`config.mk`:
```
export PLATFORM = sky130hd
export DESIGN_NAME = fetch_prefetch_unit
export DESIGN_NICKNAME = d
export VERILOG_FILES = /design/src/rtl/fetch_prefetch_unit_pkg.sv /design/src/rtl/fetch_prefetch_unit_queue.sv /design/src/rtl/fetch_prefetch_unit.sv
export SDC_FILE = /design/constraint.sdc
export NUM_CORES = 1
export LEC_CHECK = 0
export CAP_MARGIN = 30
export CELL_PAD_IN_SITES_DETAIL_PLACEMENT = 1
export CELL_PAD_IN_SITES_GLOBAL_PLACEMENT = 2
export CORE_MARGIN = 3
export CORE_UTILIZATION = 37
export DETAILED_ROUTE_END_ITERATION = 6
export GPL_TIMING_DRIVEN = 1
export PLACE_DENSITY = 0.84
export SYNTH_ARGS = -nofsm -noshare
export SYNTH_HDL_FRONTEND = slang
export SYNTH_SLANG_ARGS = --single-unit
```
`constraint.sdc`:
```
create_clock -name clk -period 2.49 [get_ports clk]
set_input_delay 0.747 -clock clk [delete_from_list [all_inputs] [get_ports clk]]
set_output_delay 0.747 -clock clk [all_outputs]
set_load 0.02 [all_outputs]
```
`src/rtl/fetch_prefetch_unit_pkg.sv`:
```
// Shared types and constants for the instruction fetch / prefetch stage.
package fetch_prefetch_unit_pkg;

    // Default geometry of the RV32I fetch path.
    localparam int FP_PC_W  = 9;
    localparam int FP_INS_W = 32;

    // Byte distance between sequential instructions.
    localparam int PC_STEP  = 4;

    // One prefetched instruction together with the address it was fetched from.
    typedef struct packed {
        logic [FP_PC_W-1:0]  pc;
        logic [FP_INS_W-1:0] instr;
    } fetch_entry_t;

endpackage

```
`src/rtl/fetch_prefetch_unit_queue.sv`:
```
// Synchronous FIFO of prefetched entries; flush wins over push/pop.
module fetch_queue
    import fetch_prefetch_unit_pkg::*;
#(
    parameter type T     = fetch_entry_t,
    parameter int  DEPTH = 4
) (
    input  logic                     clk,
    input  logic                     reset,
    input  logic                     flush,
    input  logic                     push,
    input  T                         push_data,
    input  logic                     pop,
    output T                         head,
    output logic [$clog2(DEPTH):0]   count
);

    localparam int            AW     = $clog2(DEPTH);
    localparam logic [AW:0]   C_FULL = DEPTH[AW:0];

    T                r_mem [DEPTH];
    logic [AW-1:0]   r_wr;
    logic [AW-1:0]   r_rd;
    logic [AW:0]     r_count;
    logic            w_pop;
    logic            w_push;

    // Pops on an empty queue are ignored; a push into a full queue is only
    // accepted when a pop frees a slot in the same cycle.
    assign w_pop  = pop && (r_count != '0);
    assign w_push = push && ((r_count != C_FULL) || w_pop);

    // Pointer and occupancy bookkeeping; indices wrap by natural overflow.
    always_ff @(posedge clk) begin
        if (reset || flush) begin
            r_wr    <= '0;
            r_rd    <= '0;
            r_count <= '0;
        end else begin
            if (w_push) r_wr <= r_wr + 1'b1;
            if (w_pop)  r_rd <= r_rd + 1'b1;
            case ({w_push, w_pop})
                2'b10:   r_count <= r_count + 1'b1;
                2'b01:   r_count <= r_count - 1'b1;
                default: r_count <= r_count;
            endcase
        end
    end

    // Entry storage; contents need no reset because occupancy gates visibility.
    always_ff @(posedge clk) begin
        if (w_push && !flush && !reset) begin
            r_mem[r_wr] <= push_data;
        end
    end

    assign head  = r_mem[r_rd];
    assign count = r_count;

endmodule

```
`src/rtl/fetch_prefetch_unit.sv`:
```
// IF stage: sequential instruction fetch into a prefetch queue feeding decode,
// with EX-stage redirects flushing the queue and any in-flight fetch.
module fetch_prefetch_unit
    import fetch_prefetch_unit_pkg::*;
#(
    parameter int               PC_W     = 9,
    parameter int               INS_W    = 32,
    parameter int               DEPTH    = 4,
    parameter logic [PC_W-1:0]  RESET_PC = '0
) (
    input  logic                        clk,
    input  logic                        reset,
    output logic                        imem_req,
    output logic [PC_W-1:0]             imem_addr,
    input  logic [INS_W-1:0]            imem_rdata,
    input  logic                        redirect_valid,
    input  logic [PC_W-1:0]             redirect_pc,
    output logic                        id_valid,
    input  logic                        id_ready,
    output logic [PC_W-1:0]             id_pc,
    output logic [INS_W-1:0]            id_instr,
    output logic [$clog2(DEPTH):0]      q_count
);

    localparam int            CW      = $clog2(DEPTH) + 1;
    localparam logic [CW:0]   C_DEPTH = DEPTH[CW:0];

    typedef struct packed {
        logic [PC_W-1:0]  pc;
        logic [INS_W-1:0] instr;
    } entry_t;

    logic [PC_W-1:0]  r_fetch_pc;
    logic             r_inflight;
    logic             r_kill;
    logic [PC_W-1:0]  r_last_addr;
    logic [CW:0]      w_occupancy;
    logic             w_req;
    logic             w_push;
    logic             w_pop;
    entry_t           w_push_data;
    entry_t           w_head;
    logic [CW-1:0]    w_count;

    // A request reserves a queue slot for its response, so queued entries plus
    // the pending response may never exceed the queue depth.
    assign w_occupancy = {1'b0, w_count} + {{CW{1'b0}}, r_inflight};
    assign w_req       = !reset && !redirect_valid && (w_occupancy < C_DEPTH);

    assign imem_req  = w_req;
    assign imem_addr = r_fetch_pc;

    // Fetch PC, in-flight tracking and kill of a response made stale by a redirect.
    always_ff @(posedge clk) begin
        if (reset) begin
            r_fetch_pc <= RESET_PC;
            r_inflight <= 1'b0;
            r_kill     <= 1'b0;
        end else if (redirect_valid) begin
            r_fetch_pc <= {redirect_pc[PC_W-1:2], 2'b00};
            r_inflight <= 1'b0;
            r_kill     <= r_inflight;
        end else begin
            r_kill     <= 1'b0;
            r_inflight <= w_req;
            if (w_req) begin
                r_fetch_pc <= r_fetch_pc + PC_W'(PC_STEP);
            end
        end
    end

    // Remember the address of each request so it can be paired with its response.
    always_ff @(posedge clk) begin
        if (w_req) begin
            r_last_addr <= r_fetch_pc;
        end
    end

    assign w_push            = r_inflight && !r_kill;
    assign w_push_data.pc    = r_last_addr;
    assign w_push_data.instr = imem_rdata;
    assign w_pop             = id_valid && id_ready;

    fetch_queue #(
        .T     (entry_t),
        .DEPTH (DEPTH)
    ) u_queue (
        .clk       (clk),
        .reset     (reset),
        .flush     (redirect_valid),
        .push      (w_push),
        .push_data (w_push_data),
        .pop       (w_pop),
        .head      (w_head),
        .count     (w_count)
    );

    // Head is presented combinationally; empty queue drives zeros.
    assign id_valid = (w_count != '0);
    assign id_pc    = id_valid ? w_head.pc    : '0;
    assign id_instr = id_valid ? w_head.instr : '0;
    assign q_count  = w_count;

endmodule

```
==> tab_implementation.tex <==
\begin{tabular}{lr}
\hline
Metric & Value \\
\hline
\multicolumn{2}{l}{\textbf{Status}} \\
\quad Violations in the final reports & setup timing \\
\quad Outcome & finished with violations \\
\multicolumn{2}{l}{\textbf{Logic synthesis}} \\
\quad Sequential element share of the synthesized area & between 70\% and 80\% \\
\quad Yosys top cell area share & a little over two thirds \\
\quad Total of flip-flops plus latches after synthesis & $\sim$180 \\
\quad Most area-consuming cells after synthesis & sky130\_fd\_sc\_hd\_\_edfxtp\_1, sky130\_fd\_sc\_hd\_\_mux4\_2, sky130\_fd\_sc\_hd\_\_dfxtp\_1 \\
\quad Library cell occupying the most area in the post-synthesis netlist & sky130\_fd\_sc\_hd\_\_edfxtp\_1 \\
\quad Warnings from Yosys & 0 \\
\quad Synthesized instance count & $\sim$370 \\
\quad Average cell area after synthesis & slightly below 20 µm² \\
\quad Distinct cells, synth & 38 \\
\quad Post-Syn Area & 0.00705 mm² \\
\multicolumn{2}{l}{\textbf{Die}} \\
\quad Vertical extent of the die & around 140 µm \\
\quad Std-Cell Rows & 49 \\
\quad Width of the die & $\sim$140 µm \\
\quad Core region area & around 0.018 mm² \\
\quad IO Count & 100 \\
\quad Die footprint & slightly above 0.02 mm² \\
\quad Initial cell density of the core & between 30\% and 40\% \\
\multicolumn{2}{l}{\textbf{Finish}} \\
\quad Number of diodes added for antenna fixing & 0 \\
\quad Number of nets in the layout & 549 \\
\quad Commonest non-fill, non-tap cells in the layout & sky130\_fd\_sc\_hd\_\_edfxtp\_1, sky130\_fd\_sc\_hd\_\_clkdlybuf4s50\_1, sky130\_fd\_sc\_hd\_\_buf\_6 \\
\quad Area Growth Syn to Fin & 33.1\% \\
\quad Leading cell type in the layout, fill and taps excluded & sky130\_fd\_sc\_hd\_\_edfxtp\_1 \\
\quad Finished Core Util & around half \\
\quad Ratio of cells with drive above 1 in the final layout & between 30\% and 40\% \\
\multicolumn{2}{l}{\textbf{Critical path}} \\
\quad WS Path Type & reg -> out \\
\quad Worst Reg2Reg Path Length in Cells & 9 \\
\quad Critical register-to-register path startpoint & u\_queue.count[2] \\
\quad Levels on crit path & 5 \\
\quad Slack of the worst reg-to-reg path & between 0.2 and 0.3 ns \\
\quad Crit-path max FO & 6 \\
\quad Most numerous cell on the critical path & sky130\_fd\_sc\_hd\_\_buf\_6 \\
\quad Critical path startpoint category & register \\
\quad Arrival time reported for the critical path endpoint & about 1.9 ns \\
\quad Buffer and inverter count on the worst path & 3 \\
\quad Endpoint of the lowest-slack register-to-register path & u\_queue.count[2] \\
\quad Data required, critical path & approximately 1.7 ns \\
\quad Delay of the slowest cell on the worst path & 0.47 ns \\
\quad Crit-path leading delay family & multiplexers \\
\quad Cell with the largest stage delay on the worst path & sky130\_fd\_sc\_hd\_\_mux4\_2 \\
\quad Destination of the critical timing path & id\_pc[4] \\
\quad Crit end category & output port \\
\quad Cells along the critical path & buf\_6, buf\_6, mux4\_2, and2\_4, buf\_6 \\
\multicolumn{2}{l}{\textbf{Route}} \\
\quad Drt first pass iters & 4 \\
\quad Final routed wirelength across all metal layers & 14200 µm \\
\quad Initial DRC Count & 163 \\
\quad Wire length per cell after detailed routing & 19.2 µm \\
\quad Number of remaining DRC errors & 0 \\
\quad Routed via count divided by cell count & $\sim$5 \\
\quad Number of nets with antenna violations after detailed routing & 0 \\
\quad Vias & approximately 3700 \\
\multicolumn{2}{l}{\textbf{Clock tree}} \\
\quad TritonCTS Buffers & 17 \\
\quad Clock Pin Slew Worst Setup and Hold Paths & around 0.060 ns \\
\quad Htree depth & 4 \\
\quad Clock latency at the later pin of the worst-skew pair & between 0.4 and 0.5 ns \\
\quad Clock tree root buffer cell & sky130\_fd\_sc\_hd\_\_clkbuf\_16 \\
\quad CTS tree & built \\
\quad Buffer levels on the longest clock path & 2 \\
\quad \# clock sinks & 181 \\
\multicolumn{2}{l}{\textbf{Global route}} \\
\quad Aggregate global-route resource usage & 14.4\% \\
\quad Initial antenna violation count & 1 \\
\quad Number of global-route vias before repair & $\sim$4200 \\
\quad Total gr overflow & 0 \\
\quad First-pass GRT wire length & around 22000 µm \\
\quad Pin count of the biggest net entering global routing & 43 \\
\multicolumn{2}{l}{\textbf{Pwr}} \\
\quad Lkg Pwr & about 3.2 nW \\
\quad PwrDens & slightly below 700 mW/mm² \\
\quad Highest ir drop seen on vdd & around 0.45 mV \\
\multicolumn{2}{l}{\textbf{Placement}} \\
\quad Dpl hpwl & between 9000 and 10000 µm \\
\quad IO Port Bufs & 93 \\
\quad Routability congestion estimate from global placement & roughly 0.77 \\
\multicolumn{2}{l}{\textbf{Timing}} \\
\quad Max-slew violation count & 0 \\
\quad Final worst clock skew & 0.00716 ns \\
\quad Unrepaired setup endpoints after global routing & true \\
\quad FMAX & approximately 390 MHz \\
\quad Hold Violations, Final & 0 \\
\quad Hold\_ws & 0.489 ns \\
\quad Final Critical Period & $\sim$2.6 ns \\
\quad Final setup viols & 39 \\
\quad Min setup slack post-route & -0.106 ns \\
\quad Final worst path period share & 104\% \\
\multicolumn{2}{l}{\textbf{Run}} \\
\quad Max Cap Viol & 0 \\
\multicolumn{2}{l}{\textbf{Min path}} \\
\quad Class of the tightest hold or removal check & reg -> reg \\
\hline
\end{tabular}
[stage by stage]
| stage | instances | worst slack [ns] | total power [mW] | cell area (µm²) | TNS [ns] |
|---|---|---|---|---|---|
| 6_report | 738 | -0.106 | 6.38 | 9390 | -2.87 |
| 5_1_grt | 738 | -0.180 | 6.62 | 9390 | -5.85 |
| 4_1_cts | 741 | -0.181 | 6.46 | 9420 | -5.53 |
| 3_5_place_dp | 703 | -0.442 | 3.79 | 8580 | -4.01 |
| 3_3_place_gp | 703 | -0.399 | 3.78 | 8580 | -3.46 |
| 2_1_floorplan | 369 | 0.0338 | 3.58 | 7070 | 0 |
[worst min path at each step]
stage,startpoint,end,slack [ns],cells past startpoint
floorplan,r_last_addr[2],u_queue.r_mem[0][34],0.46,0
global placement,r_last_addr[3],u_queue.r_mem[2][35],0.47,0
detailed placement,r_last_addr[3],u_queue.r_mem[2][35],0.48,0
CTS,r_last_addr[3],u_queue.r_mem[2][35],0.49,0
global route,r_last_addr[3],u_queue.r_mem[0][35],0.54,0
finish,r_last_addr[3],u_queue.r_mem[2][35],0.49,0
[synth_stat cells (all sizes together)]
cell	number
fa	1
o31ai	1
a41oi	1
nand2	11
ha	6
or2	1
buf	11
nor4b	1
and3	6
nor2b	1
clkinv	1
xnor2	2
o31a	1
conb	1
a21oi	7
o2bb2ai	1
edfxtp	163
nand3	6
a22oi	2
xor2	3
nor3b	1
or3	2
dfxtp	18
a31oi	1
a311oi	1
and2	40
clkbuf	7
a222oi	1
o22ai	3
o21ai	1
nor2	13
mux4	39
inv	10
mux2i	2
[per-layer routing]
layer / share of wire, % / GRT usage (%)
met5: 0.14 / 0
met4: 0.67 / 3.12
met1: 44 / 18.8
met2: 51 / 24.0
met3: 4.3 / 4.33
[kinds of logic (layout without fill, tap and decap cells)]
kind of cell	Yosys count	in the layout	share of synthesized area (%)
flip-flops	181	181	74.5
AND/OR/NAND/NOR	82	82	6.55
multiplexers	41	41	12.7
buffers and inverters	29	169	2.17
AO/OA/AOI/OAI	20	20	1.97
adder cells (fa/ha/maj)	7	7	1.35
XOR/XNOR	5	5	0.621
other	1	4	0.0532
[where the power goes]
group | total [mW] | switching (mW) | internal (mW)
Combinational | 0.393 | 0.182 | 0.211
Clock | 2.63 | 1.06 | 1.57
Sequential | 3.36 | 0.0239 | 3.34
Total | 6.38 | 1.26 | 5.12
[sequential cells by signal, indices dropped and copies added (netlist names), named ones only]
name / flops
u_queue.r_wr: 2
imem_addr: 7
u_queue.r_rd: 2
r_inflight: 1
u_queue.r_mem: 156
r_last_addr: 7
r_kill: 1
u_queue.count: 3
[cell type report]
cell class	count	area, µm²
tap	229	287
fill	1694	8950
clock buffer	18	429
multi-input combinational	159	1770
timing repair buffer	127	1440
clock inverter	13	156
sequential	181	5260
inverter	11	41.3
[repair_timing]
action	CTS	global route
pin swaps	10	3
hold endpoints to repair	0	0
endpoints found under the setup margin	42	42
setup buffers	5	1
gates resized for setup	282	16
hold buffers	0	0
cloned	2	0
No activity file was read; power rests on OpenSTA's default activity.
